==> src/rtl/kyber_pkg.sv <==
// Shared Kyber constants, FSM encoding and d-width helpers.
// KYBER_BD12_EN additionally admits d=12 (raw ByteDecode_12).
package kyber_pkg;
  localparam int KYBER_Q = 3329;
  localparam int KYBER_N = 256;

  localparam logic [1:0] ST_IDLE  = 2'd0;
  localparam logic [1:0] ST_RUN   = 2'd1;
  localparam logic [1:0] ST_DRAIN = 2'd2;

  function automatic logic d_legal(input logic [3:0] d);
    case (d)
      4'd1, 4'd4, 4'd5, 4'd10, 4'd11: return 1'b1;
`ifdef KYBER_BD12_EN
      4'd12: return 1'b1;
`endif
      default: return 1'b0;
    endcase
  endfunction

  // A polynomial of 256 d-bit values always packs into exactly 32*d bytes.
  function automatic logic [8:0] bytes_per_poly(input logic [3:0] d);
    return {d, 5'b0};
  endfunction
endpackage

==> src/rtl/decompress_stream_if.sv <==
// Byte-in / coefficient-out handshake bundle for decompress_stream.
// o_err_range is present only when KYBER_BD12_EN is defined.
interface decompress_stream_if;
  logic        i_start;
  logic [3:0]  i_d;
  logic [7:0]  i_byte;
  logic        i_byte_valid;
  logic        o_byte_ready;
  logic [11:0] o_coeff;
  logic        o_coeff_valid;
  logic        i_coeff_ready;
  logic [7:0]  o_idx;
  logic        o_last;
  logic        o_busy;
  logic        o_err;
`ifdef KYBER_BD12_EN
  logic        o_err_range;

  modport slave (
    input  i_start, i_d, i_byte, i_byte_valid, i_coeff_ready,
    output o_byte_ready, o_coeff, o_coeff_valid, o_idx, o_last, o_busy, o_err, o_err_range
  );
  modport master (
    output i_start, i_d, i_byte, i_byte_valid, i_coeff_ready,
    input  o_byte_ready, o_coeff, o_coeff_valid, o_idx, o_last, o_busy, o_err, o_err_range
  );
`else
  modport slave (
    input  i_start, i_d, i_byte, i_byte_valid, i_coeff_ready,
    output o_byte_ready, o_coeff, o_coeff_valid, o_idx, o_last, o_busy, o_err
  );
  modport master (
    output i_start, i_d, i_byte, i_byte_valid, i_coeff_ready,
    input  o_byte_ready, o_coeff, o_coeff_valid, o_idx, o_last, o_busy, o_err
  );
`endif
endinterface

==> src/rtl/decompress_core.sv <==
// Combinational Decompress_q(x,d) = round(Q*x / 2^d) for d in 1..11.
module decompress_core
  import kyber_pkg::*;
#(
  parameter int Q = KYBER_Q
) (
  input  logic [10:0] x,
  input  logic [3:0]  d,
  output logic [11:0] coeff
);
  // Adds half an LSB of the 2^d divisor before truncating, i.e. round-half-up.
  function automatic logic [11:0] round_shift(input logic [23:0] prod, input logic [3:0] sh);
    logic [23:0] sum;
    if (sh == 4'd0) return 12'd0;
    sum = prod + (24'd1 << (sh - 4'd1));
    return 12'(sum >> sh);
  endfunction

  logic [23:0] prod;

  assign prod  = 24'(x) * 24'(Q);
  assign coeff = round_shift(prod, d);
endmodule

==> src/rtl/decompress_stream.sv <==
// Streaming ByteDecode_d + Decompress_q: packed bytes in, 256 12-bit coefficients out.
// KYBER_BD12_EN adds d=12 raw pass-through with a sticky o_err_range flag.
module decompress_stream
  import kyber_pkg::*;
#(
  parameter int Q     = KYBER_Q,
  parameter int N     = KYBER_N,
  parameter int BUF_W = 24
) (
  input logic                  i_clk,
  input logic                  i_rst,
  decompress_stream_if.slave   bus
);
  localparam int CNT_W = $clog2(BUF_W + 1);
  localparam logic [CNT_W-1:0] FILL_MAX = CNT_W'(BUF_W - 8);
  localparam logic [8:0] N_END  = 9'(N);
  localparam logic [8:0] N_LAST = 9'(N - 1);
`ifdef KYBER_BD12_EN
  localparam int XW = 12;
`else
  localparam int XW = 11;
`endif

  logic [1:0]       state;
  logic [3:0]       d_q;
  logic [BUF_W-1:0] bits, base, bits_n;
  logic [CNT_W-1:0] bitcnt, pos, bitcnt_n;
  logic [8:0]       bytes_rcvd, ext_cnt;
  logic             byte_ready, acc, ext;
  logic [XW-1:0]    x_raw;
  logic [11:0]      core_coeff, coeff_n;
  logic [11:0]      coeff_q;
  logic [7:0]       idx_q;
  logic             valid_q, last_q, err_q;

  assign byte_ready = (state == ST_RUN) && (bitcnt <= FILL_MAX) &&
                      (bytes_rcvd < bytes_per_poly(d_q));
  assign acc = bus.i_byte_valid && byte_ready;
  assign ext = (state != ST_IDLE) && (bitcnt >= CNT_W'(d_q)) && (ext_cnt != N_END) &&
               (!valid_q || bus.i_coeff_ready);

  // Shift out the extracted field first, then append the new byte just above what remains.
  always_comb begin
    base     = ext ? (bits >> d_q) : bits;
    pos      = ext ? (bitcnt - CNT_W'(d_q)) : bitcnt;
    bits_n   = base;
    if (acc) bits_n = base | (BUF_W'(bus.i_byte) << pos);
    bitcnt_n = pos + (acc ? CNT_W'(8) : '0);
  end

  assign x_raw = bits[XW-1:0] & ((XW'(1) << d_q) - XW'(1));

  decompress_core #(.Q(Q)) u_core (
    .x     (x_raw[10:0]),
    .d     (d_q),
    .coeff (core_coeff)
  );

`ifdef KYBER_BD12_EN
  logic err_range_q;
  assign coeff_n         = (d_q == 4'd12) ? x_raw : core_coeff;
  assign bus.o_err_range = err_range_q;
`else
  assign coeff_n = core_coeff;
`endif

  always_ff @(posedge i_clk) begin
    if (i_rst) begin
      state      <= ST_IDLE;
      d_q        <= '0;
      bits       <= '0;
      bitcnt     <= '0;
      bytes_rcvd <= '0;
      ext_cnt    <= '0;
      coeff_q    <= '0;
      idx_q      <= '0;
      last_q     <= 1'b0;
      valid_q    <= 1'b0;
      err_q      <= 1'b0;
`ifdef KYBER_BD12_EN
      err_range_q <= 1'b0;
`endif
    end else begin
      err_q <= 1'b0;
      case (state)
        ST_IDLE: if (bus.i_start) begin
`ifdef KYBER_BD12_EN
          err_range_q <= 1'b0;
`endif
          if (d_legal(bus.i_d)) begin
            d_q        <= bus.i_d;
            bits       <= '0;
            bitcnt     <= '0;
            bytes_rcvd <= '0;
            ext_cnt    <= '0;
            state      <= ST_RUN;
          end else begin
            err_q <= 1'b1;
          end
        end
        ST_RUN:   if (acc && (bytes_rcvd == bytes_per_poly(d_q) - 9'd1)) state <= ST_DRAIN;
        ST_DRAIN: if (valid_q && bus.i_coeff_ready && last_q) state <= ST_IDLE;
        default:  state <= ST_IDLE;
      endcase

      if (state != ST_IDLE) begin
        bits   <= bits_n;
        bitcnt <= bitcnt_n;
        if (acc) bytes_rcvd <= bytes_rcvd + 9'd1;
        if (ext) ext_cnt <= ext_cnt + 9'd1;
      end

      // Output register: load on extract, otherwise hold until the handshake empties it.
      if (ext) begin
        coeff_q <= coeff_n;
        idx_q   <= ext_cnt[7:0];
        last_q  <= (ext_cnt == N_LAST);
        valid_q <= 1'b1;
`ifdef KYBER_BD12_EN
        if ((d_q == 4'd12) && (32'(x_raw) >= Q)) err_range_q <= 1'b1;
`endif
      end else if (valid_q && bus.i_coeff_ready) begin
        valid_q <= 1'b0;
      end
    end
  end

  always_ff @(posedge i_clk) begin
    if (!i_rst && ext && (ext_cnt == N_LAST))
      assert (bitcnt_n == '0) else $error("decompress_stream: residual bits after last coefficient");
  end

  assign bus.o_byte_ready  = byte_ready;
  assign bus.o_coeff       = coeff_q;
  assign bus.o_coeff_valid = valid_q;
  assign bus.o_idx         = idx_q;
  assign bus.o_last        = last_q;
  assign bus.o_busy        = (state != ST_IDLE);
  assign bus.o_err         = err_q;
endmodule

==> src/flat_wrapper.sv <==
// flat-port wrapper written by rule: the top's interface ports become plain ports
module decompress_stream_flat import kyber_pkg::*;
#(
  parameter int Q     = KYBER_Q,
  parameter int N     = KYBER_N,
  parameter int BUF_W = 24
)
  (i_clk, i_rst, bus_i_start, bus_i_d, bus_i_byte, bus_i_byte_valid, bus_i_coeff_ready, bus_o_byte_ready, bus_o_coeff, bus_o_coeff_valid, bus_o_idx, bus_o_last, bus_o_busy, bus_o_err);
  decompress_stream_if bus_i ();
  input logic i_clk;
  input logic i_rst;
  input wire logic [$bits(bus_i.i_start)-1:0] bus_i_start;
  input wire logic [$bits(bus_i.i_d)-1:0] bus_i_d;
  input wire logic [$bits(bus_i.i_byte)-1:0] bus_i_byte;
  input wire logic [$bits(bus_i.i_byte_valid)-1:0] bus_i_byte_valid;
  input wire logic [$bits(bus_i.i_coeff_ready)-1:0] bus_i_coeff_ready;
  output wire logic [$bits(bus_i.o_byte_ready)-1:0] bus_o_byte_ready;
  output wire logic [$bits(bus_i.o_coeff)-1:0] bus_o_coeff;
  output wire logic [$bits(bus_i.o_coeff_valid)-1:0] bus_o_coeff_valid;
  output wire logic [$bits(bus_i.o_idx)-1:0] bus_o_idx;
  output wire logic [$bits(bus_i.o_last)-1:0] bus_o_last;
  output wire logic [$bits(bus_i.o_busy)-1:0] bus_o_busy;
  output wire logic [$bits(bus_i.o_err)-1:0] bus_o_err;
  assign bus_i.i_start = bus_i_start;
  assign bus_i.i_d = bus_i_d;
  assign bus_i.i_byte = bus_i_byte;
  assign bus_i.i_byte_valid = bus_i_byte_valid;
  assign bus_i.i_coeff_ready = bus_i_coeff_ready;
  assign bus_o_byte_ready = bus_i.o_byte_ready;
  assign bus_o_coeff = bus_i.o_coeff;
  assign bus_o_coeff_valid = bus_i.o_coeff_valid;
  assign bus_o_idx = bus_i.o_idx;
  assign bus_o_last = bus_i.o_last;
  assign bus_o_busy = bus_i.o_busy;
  assign bus_o_err = bus_i.o_err;
  decompress_stream #(.Q(Q), .N(N), .BUF_W(BUF_W)) u_core (.i_clk(i_clk), .i_rst(i_rst), .bus(bus_i));
endmodule
==> config.mk <==
export PLATFORM = sky130hd
export DESIGN_NAME = decompress_stream_flat
export DESIGN_NICKNAME = d
export VERILOG_FILES = /design/src/rtl/kyber_pkg.sv /design/src/rtl/decompress_stream_if.sv /design/src/rtl/decompress_core.sv /design/src/rtl/decompress_stream.sv /design/src/flat_wrapper.sv
export SDC_FILE = /design/constraint.sdc
export NUM_CORES = 1
export LEC_CHECK = 0
export ABC_AREA = 1
export CORE_ASPECT_RATIO = 0.5
export CORE_MARGIN = 5
export CORE_UTILIZATION = 55
export DETAILED_ROUTE_END_ITERATION = 10
export GPL_TIMING_DRIVEN = 0
export PLACE_DENSITY = 0.74
export SLEW_MARGIN = 15
export SYNTH_ARGS = -nofsm -noshare
export SYNTH_HDL_FRONTEND = slang
export SYNTH_SLANG_ARGS = --single-unit
==> constraint.sdc <==
create_clock -name i_clk -period 7.3 [get_ports i_clk]
set_input_delay 2.19 -clock i_clk [delete_from_list [all_inputs] [get_ports i_clk]]
set_output_delay 2.19 -clock i_clk [all_outputs]
set_load 0.01 [all_outputs]
==> qor.yml <==
syn_nets: 1578
rsz0062_at_grt: "no"
place.port_buffers: 40
timing.slew.headroom: 0.384
cp-start-kind: "register"
fp-row-count: 32
crit_fanout: 15
gr-total-overflow: 0
drtPass1Iterations: 6
die_height_um: 99.9
multi_input_area_sq_um: 6580
hold_viol_final: 0
layout_common_cells: "382 x nand2_1, 139 x o21ai_0, 138 x inv_1"
total_leakage_power_nw: 4.68
crit_buf_inv: 9
detail_route.wl_per_cell_um: 17.2
drc_errors: 0
holdPathStages: 2
drive_above_1_share: 0.0443
synthCells: 1433
crit_type: "register to register"
min_period_ps: 6910
drtIter0Drc: 988
fillCellCount: 1537
fp.dieW_um: 190
cp_slowest_cell: "a21oi_1"
finalWirelength_um: 29200
grt_util_all_layers: 0.301
path_delay_family: "adder cells"
synth.area.top_cells: "dfxtp_1 17%, nand2_1 16%, ha_1 16%, o21ai_0 7.8%, nand3_1 7.7%"
synth_top_area_frac: 0.171
htreeDepth: 3
cts_sinks: 76
vias: 9976
fin_tns_setup_ps: 0
crit_arrival_ps: 7170
synth.distinct_cells: 49
ir_worst_vdd_mv: 0.110
cts_buffers: 9
finalSetupViolCount: 0
min_to: "u_core.bus.o_coeff[11]"
yosysSeqAreaShare: 0.171
ant_nets: 0
status: "finished clean"
grt_max_degree: 18
synth_edf_count: 0
cp.required_ps: 7560
viasPerCell: 5.89
seq_area_sq_um: 1520
hold_class: "register to register"
hold_start: "u_core.bus.o_coeff[11]"
reg2reg_to: "u_core.bus.o_coeff[1]"
diodes: 0
syn_area_sq_um: 8900
finish.utilization: 0.636
syn_avg_cell_area_sq_um: 6.21
fin_nets: 1633
core_sq_um: 15600
ff2ff_setup_slack_ps: 390
clockBufferDepth: 2
r2r_cells: 32
r2r_start: "u_core.d_q[1]"
place.gp.congestion: 0.999
start_util: 0.570
synth_ff_type: "dfxtp_1"
die-area_sq_um: 19000
crit_path_end_kind: "register"
clock_skew_ps: 7.92
pre_cts_ws_ps: -320
powerDensity_nw_per_um2: 130
tightest_slew_ps: 923
max_stage_delay_ps: 520
crit_top_cell: "ha_1"
antenna_found_initial: 0
tritoncts: "done"
final_common_cell: "nand2_1"
clkTransAtPathRegs_ps: 60
hpwl_um: 23700
fin_crit_sh: 0.946
yosys_warnings: 0
maxCapViolations: 0
yosys.area.top_type: "dfxtp_1"
root_buffer: "clkbuf_16"
clk_latency_ps: 340
ys_ff_latch: 76
area_growth_pct: 11.6
clock.fmax_mhz: 145
grt_pass1_vias: 9206
io_pins: 42
asyncSetResetFlopFracSynth: 0
slew_viol_final: 0
grt_pass1_wl_um: 46500
worst_slack_ps: 392
-- registers in the layout, summed over array words and instances, names as in the netlist --
name and cells:
u_core.bits 24, u_core.bus.o_coeff 12, u_core.bytes_rcvd 9, u_core.ext_cnt 9
u_core.bus.o_idx 8, u_core.bitcnt 5, u_core.d_q 4, u_core.state 2
u_core.bus.o_coeff_valid 1, u_core.bus.o_err 1, u_core.bus.o_last 1
-- power breakdown --
group	switching, W	internal, W
Sequential	0.00000863	0.000424
Clock	0.000175	0.000295
Combinational	0.000267	0.000118
Total	0.000451	0.000836
-- cell type report --
| type | count | share of cell area |
|---|---|---|
| inverters | 148 | 0.0563 |
| well taps | 204 | 0.0257 |
| repair buffers | 45 | 0.0441 |
| flip-flops and latches | 76 | 0.153 |
| clock inverters | 5 | 0.00794 |
| plain buffers | 62 | 0.0270 |
| multi-input cells | 1146 | 0.663 |
| clock buffers | 9 | 0.0227 |
-- logic make-up (layout without fill, tap and decap cells) --
kind of cell               after synthesis  after routing  share of synthesized area
xor gates and xnor gates                18             18                     0.0177
and+or+nand+nor                        696            696                      0.339
adders and majority gates              128            128                      0.194
buffers and inverters                  211            269                     0.0923
muxes                                    3              3                    0.00338
DFF                                     76             76                      0.171
AOI/OAI and AO/OA                      301            301                      0.182
-- worst max path at each step --
stage,startpoint,end,cells after the start
after global placement,u_core.d_q[0],u_core.bus.o_coeff[3],31
final,u_core.d_q[1],u_core.bus.o_coeff[1],32
after global routing,u_core.d_q[1],u_core.bus.o_coeff[1],32
after CTS,u_core.d_q[0],u_core.bus.o_coeff[11],32
after floorplan,u_core.d_q[1],u_core.bus.o_coeff[10],36
after detailed placement,u_core.d_q[0],u_core.bus.o_coeff[11],33
-- worst register-to-register path: cells and delay by family, from the launching register on --
family | cells | cell delay, ps
and+or+nand+nor | 11 | 1390
buffers and inverters | 9 | 1350
AOI/OAI and AO/OA | 4 | 1180
adders and majority gates | 8 | 2540
DFF | 1 | 360
-- per-layer routing --
metal	wire length, um	share of wire	up-vias	GRT usage
li1	-	-	4927	-
met1	13200	0.45	4573	0.410
met2	12800	0.44	415	0.492
met3	2580	0.088	61	0.0563
met4	667	0.023	0	0.0878
met5	0	0	-	0
-- cell usage after synthesis, drive strengths merged, types with 10 or more instances --
cell    number
nor2        89
inv        144
nand3      137
dfxtp       76
ha         111
xor2        10
buf         17
nor3        35
nand4       25
nand2      386
clkbuf      46
o21ai      153
fa          17
a21oi      116
-- through the flow --
step / hold WS, ps / power (W) / instance area, sq um / instances
after floorplan: 447 / 0.000693 / 8900 / 1433
after global placement: 454 / 0.000804 / 9550 / 1677
after detailed placement: 457 / 0.000809 / 9550 / 1677
after CTS: 466 / 0.00127 / 9860 / 1690
after global routing: 485 / 0.00135 / 9930 / 1695
final: 468 / 0.00129 / 9930 / 1695
-- repair_timing --
| action | 4_1_cts | 5_1_grt |
|---|---|---|
| resized for setup | 4 | 11 |
| setup endpoints to repair | 12 | 12 |
| hold buffers | 0 | 0 |
| pin swaps | 0 | 1 |
| setup buffers | 0 | 5 |
Note: power is estimated with default switching activity, not from simulation.
